## config.mk

```make
export PLATFORM = sky130hd
export DESIGN_NAME = uart_tx_cfg
export DESIGN_NICKNAME = d
export VERILOG_FILES = /design/src/rtl/uart_pkg.sv /design/src/rtl/uart_tx_fifo.sv /design/src/rtl/uart_tx_cfg.sv
export SDC_FILE = /design/constraint.sdc
export NUM_CORES = 1
export LEC_CHECK = 0
export BUFFER_PORTS_ARGS = -buffer_cell sky130_fd_sc_hd__clkbuf_2
export CORE_ASPECT_RATIO = 0.7
export CORE_UTILIZATION = 32
export DETAILED_ROUTE_END_ITERATION = 12
export GPL_TIMING_DRIVEN = 0
export PLACE_DENSITY = 0.44
export SLEW_MARGIN = 20
export SYNTH_ARGS = -nofsm -noshare
export SYNTH_HDL_FRONTEND = slang
export SYNTH_SLANG_ARGS = --single-unit
```

## constraint.sdc

```tcl
create_clock -name clk -period 6.6 [get_ports clk]
set_clock_uncertainty 0.15 [all_clocks]
set_input_delay 0.33 -clock clk [delete_from_list [all_inputs] [get_ports clk]]
set_output_delay 0.33 -clock clk [all_outputs]
set_load 0.1 [all_outputs]
```

## src/rtl/uart_pkg.sv

```systemverilog
// Shared definitions for the UART transmit/receive blocks.
// Latency: n/a (types, codes and a helper function only).
// Backpressure: n/a.
//
// Contents: FSM state enum, parity and stop-bit codes, data-bit-count decode.
package uart_pkg;

  typedef enum logic [2:0] {
    IDLE   = 3'd0,
    START  = 3'd1,
    DATA   = 3'd2,
    PARITY = 3'd3,
    STOP   = 3'd4
  } uart_state_t;

  // Parity codes; code 3 also means "no parity".
  localparam logic [1:0] PAR_NONE = 2'd0;
  localparam logic [1:0] PAR_EVEN = 2'd1;
  localparam logic [1:0] PAR_ODD  = 2'd2;

  // Stop-bit codes; code 3 also means "2 stop bits".
  localparam logic [1:0] STOP_1   = 2'd0;
  localparam logic [1:0] STOP_1P5 = 2'd1;
  localparam logic [1:0] STOP_2   = 2'd2;

  // cfg_dbits code 0..3 selects 5..8 data bits.
  function automatic logic [3:0] dbits_count(input logic [1:0] code);
    return 4'd5 + {2'b00, code};
  endfunction

endpackage

```

## src/rtl/uart_tx_fifo.sv

```systemverilog
// Synchronous character FIFO with extra-MSB pointers for full/empty detection.
// Latency: a pushed entry is visible at dout (and empty deasserts) one cycle after the push edge.
// Backpressure: push while full is dropped (overflow pulses next cycle) unless a pop happens in the same cycle.
//
// Ports: clk, reset_n (async, active low); push/din write side; pop/dout read side (dout is the head, valid
// when !empty); full, empty, level status; overflow one-cycle pulse after a dropped write.
module uart_tx_fifo #(
  parameter int DBIT_MAX   = 8,
  parameter int FIFO_DEPTH = 4
) (
  input  logic                          clk,
  input  logic                          reset_n,
  input  logic                          push,
  input  logic [DBIT_MAX-1:0]           din,
  input  logic                          pop,
  output logic [DBIT_MAX-1:0]           dout,
  output logic                          full,
  output logic                          empty,
  output logic                          overflow,
  output logic [$clog2(FIFO_DEPTH):0]   level
);

  localparam int AW = $clog2(FIFO_DEPTH);

  logic [AW:0]         wr_ptr;
  logic [AW:0]         rd_ptr;
  logic [DBIT_MAX-1:0] mem [FIFO_DEPTH];
  logic                do_push;
  logic                do_pop;

  assign empty   = (wr_ptr == rd_ptr);
  // Same slot, different wrap bit: writer is a full lap ahead.
  assign full    = (wr_ptr[AW] != rd_ptr[AW]) && (wr_ptr[AW-1:0] == rd_ptr[AW-1:0]);
  assign level   = wr_ptr - rd_ptr;
  assign dout    = mem[rd_ptr[AW-1:0]];
  assign do_pop  = pop && !empty;
  // A pop in the same cycle frees the slot, so a write while full is still taken.
  assign do_push = push && (!full || do_pop);

  always_ff @(posedge clk or negedge reset_n) begin
    if (!reset_n) begin
      wr_ptr   <= '0;
      rd_ptr   <= '0;
      overflow <= 1'b0;
    end else begin
      if (do_push) wr_ptr <= wr_ptr + 1'b1;
      if (do_pop)  rd_ptr <= rd_ptr + 1'b1;
      overflow <= push && !do_push;
    end
  end

  always_ff @(posedge clk) begin
    if (do_push) mem[wr_ptr[AW-1:0]] <= din;
  end

endmodule

```

## src/rtl/uart_tx_cfg.sv

```systemverilog
// Runtime-configurable UART transmitter (5-8 data bits, none/even/odd parity, 1/1.5/2 stop) fed by a FIFO.
// Latency: tx falls 2 clk after a write is presented to an idle, empty block; queued frames run back-to-back.
// Backpressure: none on the line; writes to a full FIFO are dropped and flagged by tx_overflow.
//
// Ports: clk, reset_n; s_tick oversampling strobe; tx_din/tx_wr write side; cfg_dbits/cfg_parity/cfg_stop
// frame format (latched per frame); tx line, tx_busy, tx_done_tick, FIFO status tx_full/tx_empty/
// tx_overflow/fifo_level.
module uart_tx_cfg
  import uart_pkg::*;
#(
  parameter int DBIT_MAX   = 8,
  parameter int OVERSAMPLE = 16,
  parameter int FIFO_DEPTH = 4
) (
  input  logic                          clk,
  input  logic                          reset_n,
  input  logic                          s_tick,
  input  logic [DBIT_MAX-1:0]           tx_din,
  input  logic                          tx_wr,
  input  logic [1:0]                    cfg_dbits,
  input  logic [1:0]                    cfg_parity,
  input  logic [1:0]                    cfg_stop,
  output logic                          tx,
  output logic                          tx_busy,
  output logic                          tx_done_tick,
  output logic                          tx_full,
  output logic                          tx_empty,
  output logic                          tx_overflow,
  output logic [$clog2(FIFO_DEPTH):0]   fifo_level
);

  localparam int TW = $clog2(2 * OVERSAMPLE);
  localparam logic [TW-1:0] BIT_LAST  = TW'(OVERSAMPLE - 1);
  localparam logic [TW-1:0] STOP1_LAST  = TW'(OVERSAMPLE - 1);
  localparam logic [TW-1:0] STOP15_LAST = TW'(3 * OVERSAMPLE / 2 - 1);
  localparam logic [TW-1:0] STOP2_LAST  = TW'(2 * OVERSAMPLE - 1);

  uart_state_t         state;
  logic [TW-1:0]       tick_cnt;
  logic [2:0]          bit_cnt;
  logic [DBIT_MAX-1:0] shreg;
  logic                par_acc;
  logic [3:0]          f_nbits;
  logic [1:0]          f_par;
  logic [1:0]          f_stop;

  logic [DBIT_MAX-1:0] fifo_dout;
  logic [TW-1:0]       stop_last;
  logic                stop_end;
  logic                pop;
  logic                par_en;
  logic                par_next;

  uart_tx_fifo #(
    .DBIT_MAX   (DBIT_MAX),
    .FIFO_DEPTH (FIFO_DEPTH)
  ) u_fifo (
    .clk      (clk),
    .reset_n  (reset_n),
    .push     (tx_wr),
    .din      (tx_din),
    .pop      (pop),
    .dout     (fifo_dout),
    .full     (tx_full),
    .empty    (tx_empty),
    .overflow (tx_overflow),
    .level    (fifo_level)
  );

  always_comb begin
    case (f_stop)
      STOP_1:   stop_last = STOP1_LAST;
      STOP_1P5: stop_last = STOP15_LAST;
      default:  stop_last = STOP2_LAST;
    endcase
  end

  assign stop_end = (state == STOP) && s_tick && (tick_cnt == stop_last);
  // Head entry is taken either from idle or on the last stop tick, giving gapless back-to-back frames.
  assign pop      = !tx_empty && ((state == IDLE) || stop_end);
  assign par_en   = (f_par == PAR_EVEN) || (f_par == PAR_ODD);
  assign par_next = par_acc ^ shreg[0];

  assign tx_busy      = (state != IDLE);
  // Marks the cycle holding the final stop tick; busy drops on the following edge if nothing is queued.
  assign tx_done_tick = stop_end;

  always_ff @(posedge clk or negedge reset_n) begin
    if (!reset_n) begin
      state    <= IDLE;
      tx       <= 1'b1;
      tick_cnt <= '0;
      bit_cnt  <= '0;
      shreg    <= '0;
      par_acc  <= 1'b0;
      f_nbits  <= 4'd8;
      f_par    <= PAR_NONE;
      f_stop   <= STOP_1;
    end else if (pop) begin
      state    <= START;
      tx       <= 1'b0;
      tick_cnt <= '0;
      bit_cnt  <= '0;
      shreg    <= fifo_dout;
      par_acc  <= 1'b0;
      f_nbits  <= dbits_count(cfg_dbits);
      f_par    <= cfg_parity;
      f_stop   <= cfg_stop;
    end else begin
      case (state)
        IDLE: begin
          tx       <= 1'b1;
          tick_cnt <= '0;
        end
        START: begin
          if (s_tick) begin
            if (tick_cnt == BIT_LAST) begin
              state    <= DATA;
              tx       <= shreg[0];
              tick_cnt <= '0;
            end else begin
              tick_cnt <= tick_cnt + 1'b1;
            end
          end
        end
        DATA: begin
          if (s_tick) begin
            if (tick_cnt == BIT_LAST) begin
              tick_cnt <= '0;
              par_acc  <= par_next;
              shreg    <= shreg >> 1;
              if ({1'b0, bit_cnt} == f_nbits - 4'd1) begin
                bit_cnt <= '0;
                if (par_en) begin
                  state <= PARITY;
                  tx    <= (f_par == PAR_ODD) ? ~par_next : par_next;
                end else begin
                  state <= STOP;
                  tx    <= 1'b1;
                end
              end else begin
                bit_cnt <= bit_cnt + 3'd1;
                tx      <= shreg[1];
              end
            end else begin
              tick_cnt <= tick_cnt + 1'b1;
            end
          end
        end
        PARITY: begin
          if (s_tick) begin
            if (tick_cnt == BIT_LAST) begin
              state    <= STOP;
              tx       <= 1'b1;
              tick_cnt <= '0;
            end else begin
              tick_cnt <= tick_cnt + 1'b1;
            end
          end
        end
        STOP: begin
          // Final tick with a queued character is handled by the pop branch above.
          if (s_tick) begin
            if (tick_cnt == stop_last) begin
              state    <= IDLE;
              tx       <= 1'b1;
              tick_cnt <= '0;
            end else begin
              tick_cnt <= tick_cnt + 1'b1;
            end
          end
        end
        default: begin
          state    <= IDLE;
          tx       <= 1'b1;
          tick_cnt <= '0;
        end
      endcase
    end
  end

endmodule
```

---- Yosys cells after proc, flatten, opt, wreduce, memory -nomap -nowiden ----
Memories as Yosys holds them, arrays and structs flattened.
Cells that the tools add are included.
storage, ports and cells
  flip-flop bits (word level) ............. 36
  memory bits (writable) .................. 32
  input port bits ......................... 18
  output and inout port bits .............. 9
  logic and storage cells ................. 117
  memories kept ........................... 1
memories
  name        depth  bits a word  rd ports  clocked after memory_dff  write ports  RTL line            text
  u_fifo.mem  4      8            1         0                         1            uart_tx_fifo.sv:27  logic [DBIT_MAX-1:0] mem [FIFO_DEPTH];
operators by class
  $add $sub $neg .......................... 7
  equal/unequal tests ..................... 24
  muxes and demuxes ....................... 47
  bitwise operators ....................... 2
  reduce and logical (&&, ||, !) cells .... 24
operators by type and width
  operator               count
  $mux W3                16
  $mux W8                4
  $mux W5                5
  $ne A3 B2 Y1 const B   8
  $pmux W5 S2            2
  $mux W1                18
  $pmux W3 S5            1
  $reduce_and A10 Y1     1
  $add A3 B1 Y3 const B  3
  $reduce_and A8 Y1      1
  $logic_and A1 B1 Y1    7
  $eq A3 B2 Y1 const B   2
  $ne A3 B1 Y1 const B   2
  $reduce_bool A2 Y1     3
  $add A5 B1 Y5 const B  1
  $eq A5 B4 Y1 const B   1
  $eq A5 B5 Y1           1
  $add A3 B2 Y4 const A  1
  $eq A2 B1 Y1 const B   2
  $eq A3 B4 Y1           1
  $pmux W1 S4            1
  $sub A4 B1 Y4 const B  1
  $eq A3 B1 Y1 const B   1
  $eq A3 B3 Y1           1
  other kinds (16)       20

---- Logic depth before layout (Yosys ltp) ----
  word-level depth ........................ 11
  gate-level depth with buffers ........... 11
  depth with buffers taken out ............ 9

---- Cells and area by module ----
From an unflattened synthesis, not the netlist that was laid out.
second synthesis, totals
  cells, all modules ...................... 283
  area, all modules ....................... 3364.5 um^2
modules (own cells, without submodules)
  module        instances  cells an instance  area an instance (um^2)  sequential area each (um^2)
  uart_tx_cfg   1          193                1709.1                   728.2
  uart_tx_fifo  1          90                 1655.3                   1136.1

---- Worst setup path after synthesis ----
No wires, ideal clock.
  path kind ............................... register to output
  from .................................... reg f_stop[0]
  to ...................................... out tx_done_tick
  arrival time ............................ 3250 ps
  required time ........................... 6120 ps
  path slack .............................. 2870 ps
  stages on the path, launching flop included .. 4
  buffers on the path ..................... 0
  cells stage by stage .................... dfrtp_1 -> or4b_4 -> and3_2 -> nor3_1
on the way
  cells in the longest elaborated chain, start to end .. 4
  elaborated cells between the ends (all ways) .. 5
  those cells by class .................... eq/ne: 2; mux: 1; reduce/logical: 2
RTL lines
  element                                                  RTL line            text
  from (decl)                                              uart_tx_cfg.sv:45   logic [1:0] f_stop;
  from (signal assigned)                                   uart_tx_cfg.sv:108  f_stop <= cfg_stop;
  $eq A2 B1 Y1 / $logic_not A2 Y1 (equally long branches)  uart_tx_cfg.sv:71   case (f_stop)
  $pmux W5 S2 (*)                                          uart_tx_cfg.sv:71
  $eq A5 B5 Y1 (*)                                         uart_tx_cfg.sv:78   assign stop_end = (state == STOP) && s_tick && (tick_cnt == stop_last);
  $logic_and A1 B1 Y1 (*)                                  uart_tx_cfg.sv:78
  to (decl)                                                uart_tx_cfg.sv:25   output logic tx_done_tick,
Mark *: on every way between the ends. The rest lies on a longest branch, timed or not.

---- Final worst setup path ----
  from .................................... reg u_fifo.rd_ptr[1]
  to ...................................... out tx_full
on the way
  cells in the longest elaborated chain, start to end .. 2
RTL lines
  element                 RTL line            text
  from (decl)             uart_tx_fifo.sv:26  logic [AW:0] rd_ptr;
  from (signal assigned)  uart_tx_fifo.sv:47  if (do_pop) rd_ptr <= rd_ptr + 1'b1;
  $eq A2 B2 Y1            uart_tx_fifo.sv:33  assign full = (wr_ptr[AW] != rd_ptr[AW]) && (wr_ptr[AW-1:0] == rd_ptr[AW-1:0]);
  $logic_and A1 B1 Y1     uart_tx_fifo.sv:33
  to (decl)               uart_tx_cfg.sv:26   output logic tx_full,
Every way passes these cells.

==> metrics.txt <==
outcome complete, but fails checks; failing checks hold timing; initial antenna violation count 0; Synth area leader edfxtp_1; synth cell count leaders 34 x dfrtp_1, 32 x edfxtp_1, 27 x nand2_1; DRT Wirelength 7120 um; die width 125 um; Pre-antenna DRT Iters 4; crit path cell chain clkbuf_1 -> inv_1 -> ha_1 -> nand2_1 -> nor2_1 -> clkbuf_2; Worst EP arrival between 2000 and 3000 ps; routed length per instance 16.2 um; WP buf/inv 3; Overflow after GRT 0; crit-path leading delay family buffers and inverters; nets@finish 340; Max stage delay cell, worst path clkbuf_2; CTS Hold Buffers Added 0; first-pass GRT wire length 11700 um; fin crit share 0.456; unrepaired setup endpoints after global routing false; non-filler cells, final approximately 440; PwrDens slightly above 500 nW/um^2; vias in the first global route 2098; actual slew at the worst max-slew pin roughly 1000 ps; largest net degree at the start of global routing 37; Primary FF master, synth dfrtp_1; placed wire-length estimate 5020 um; CTS Buffer Depth 2; Core Box Area 9950 sq um; Async SR Flop Fraction 0.529; GPL Wtd Cong ~0.76; max_cap viols 0; vias 2150; CTS buffer count 9; mapped cell area 3370 sq um; die area approximately 11000 sq um; vias per cell between 4 and 5; Fin. Hold Viols 34; CP Class reg -> out; setup ws final 3590 ps; Synth area leaders edfxtp_1 28%, dfrtp_1 25%, mux4_2 5.3%, ha_1 5.2%, nand2_1 3.0%; Distinct cells, synth 60; post-synthesis net count a little over 300; GRT Util Overall 0.144; crit path max fanout 9; most common cell in the synthesized netlist dfrtp_1; CTS H-tree depth 3; starting density of the core 0.339; Area growth syn-to-layout 18.0%; post_cts resized 0; max incr delay on CP about 520 ps; final core utilization 0.400; Die Y 87.9 um; EDFF count, synth 32; Placed Instances 424; Crit. End Element output pin; CTS sink cnt 68; Worst Hold Class in -> async; top cell type's share of synthesized area 0.285; Worst VDD drop 0.266 mV; row count 30; Ant. Diodes 0; hold slack final -41.8 ps; Synth Area per Inst 12.5 sq um; Clk Latency, worst-skew pair 330 ps; total negative slack 0 ps; synth warn 0; P_leak roughly 1.7 nW; DR iter-0 viols 144; pre-CTS setup slack roughly 3700 ps; TritonCTS clock tree yes; Post-CTS Setup Bufs 0; Slew Viols, Final 0; proportion of layout cells with a drive suffix above 1 0.244; register bit count reported by yosys 68; IO Count 27; post-layout minimum cycle time 3010 ps; clk slew on worst S/H paths 60 ps; final antenna-violating net count 0; CP Launch Type flop; fillers a little under 1000; Remaining DRCs 0; clk root buf clkbuf_16; Mapped Cells 270; Required @ worst endpoint 6120 ps; worst rel slew slack 0.327; setup violators final 0; Port Buf Inserts 26; Peak Freq 332 MHz; post-synthesis sequential area ratio 0.553
metrics by stage:
stage / power, mW / hold slack (ps) / cell area [sq um]
after floorplan: 1.36 / -116 / 3370
after global placement: 1.53 / 344 / 3660
after detailed placement: 1.54 / 363 / 3660
after CTS: 2.06 / 24.7 / 3980
after global routing: 2.16 / 34.8 / 3980
final: 2.03 / -41.8 / 3980
report_power, final:
group / switching (mW) / leakage [nW] / internal (mW) / total (mW)
clock network: 0.180 / 0.151 / 0.329 / 0.509
logic: 0.588 / 0.774 / 0.249 / 0.837
registers: 0.0902 / 0.725 / 0.591 / 0.681
total: 0.858 / 1.65 / 1.17 / 2.03
sequential cells by signal, indices dropped and copies added, names as in the netlist:
signal           count
bit_cnt              3
f_nbits              4
f_par                2
f_stop               2
par_acc              1
shreg                8
state                3
tick_cnt             5
tx                   1
u_fifo.mem          32
u_fifo.overflow      1
u_fifo.rd_ptr        3
u_fifo.wr_ptr        3
final cells by class:
cell class / instances / area (sq um) / share of cell area
Buffer: 11 / 75.1 / 0.0189
Multi-Input combinational cell: 175 / 1370 / 0.345
Clock inverter: 6 / 90.1 / 0.0226
Clock buffer: 9 / 225 / 0.0566
Tap cell: 128 / 160 / 0.0403
Timing Repair Buffer: 26 / 130 / 0.0327
Inverter: 16 / 60.1 / 0.0151
Sequential cell: 68 / 1860 / 0.469
logic make-up after synthesis:
logic type,Yosys count,synth area share
and+or+nand+nor,80,0.124
DFF,68,0.553
AOI/OAI and AO/OA,47,0.0998
buffers and inverters,27,0.0401
muxes,21,0.0942
adders and majority gates,15,0.0579
xor gates and xnor gates,12,0.0312
layer usage:
metal | global-route usage | wire (um) | part of all wire
met5 | 0 | 0 | 0
met4 | 0.0548 | 99 | 0.014
met3 | 0.0428 | 401 | 0.056
met2 | 0.188 | 2790 | 0.39
met1 | 0.218 | 3830 | 0.54
cell usage in the layout (no fill, tap or decap), drive strengths merged, types with 4 or more instances in the layout:
master,n
mux2i,7
dfrtp,34
buf,10
a21oi,7
clkbuf,36
o21ai,19
ha,14
edfxtp,32
nor3,4
nand3,8
nand2,27
mux2,6
mux4,8
xor2,6
and2,5
xnor2,6
nor2,14
inv,16
worst paths after layout:
check                            startpoint          endpoint  slack (ps)  cells past startpoint
max in group asynchronous           reset_n  u_fifo.wr_ptr[0]        5790                      1
hold reg to reg                    f_par[1]          f_par[1]         370                      1
min in group clk               cfg_dbits[0]        f_nbits[0]          40                      2
hold / removal                      reset_n        f_nbits[2]         -40                      1
setup reg to reg           u_fifo.rd_ptr[1]  u_fifo.mem[3][7]        3750                      7
setup / recovery           u_fifo.rd_ptr[1]           tx_full        3590                      6
Note: power is estimated with default switching activity, not from simulation.
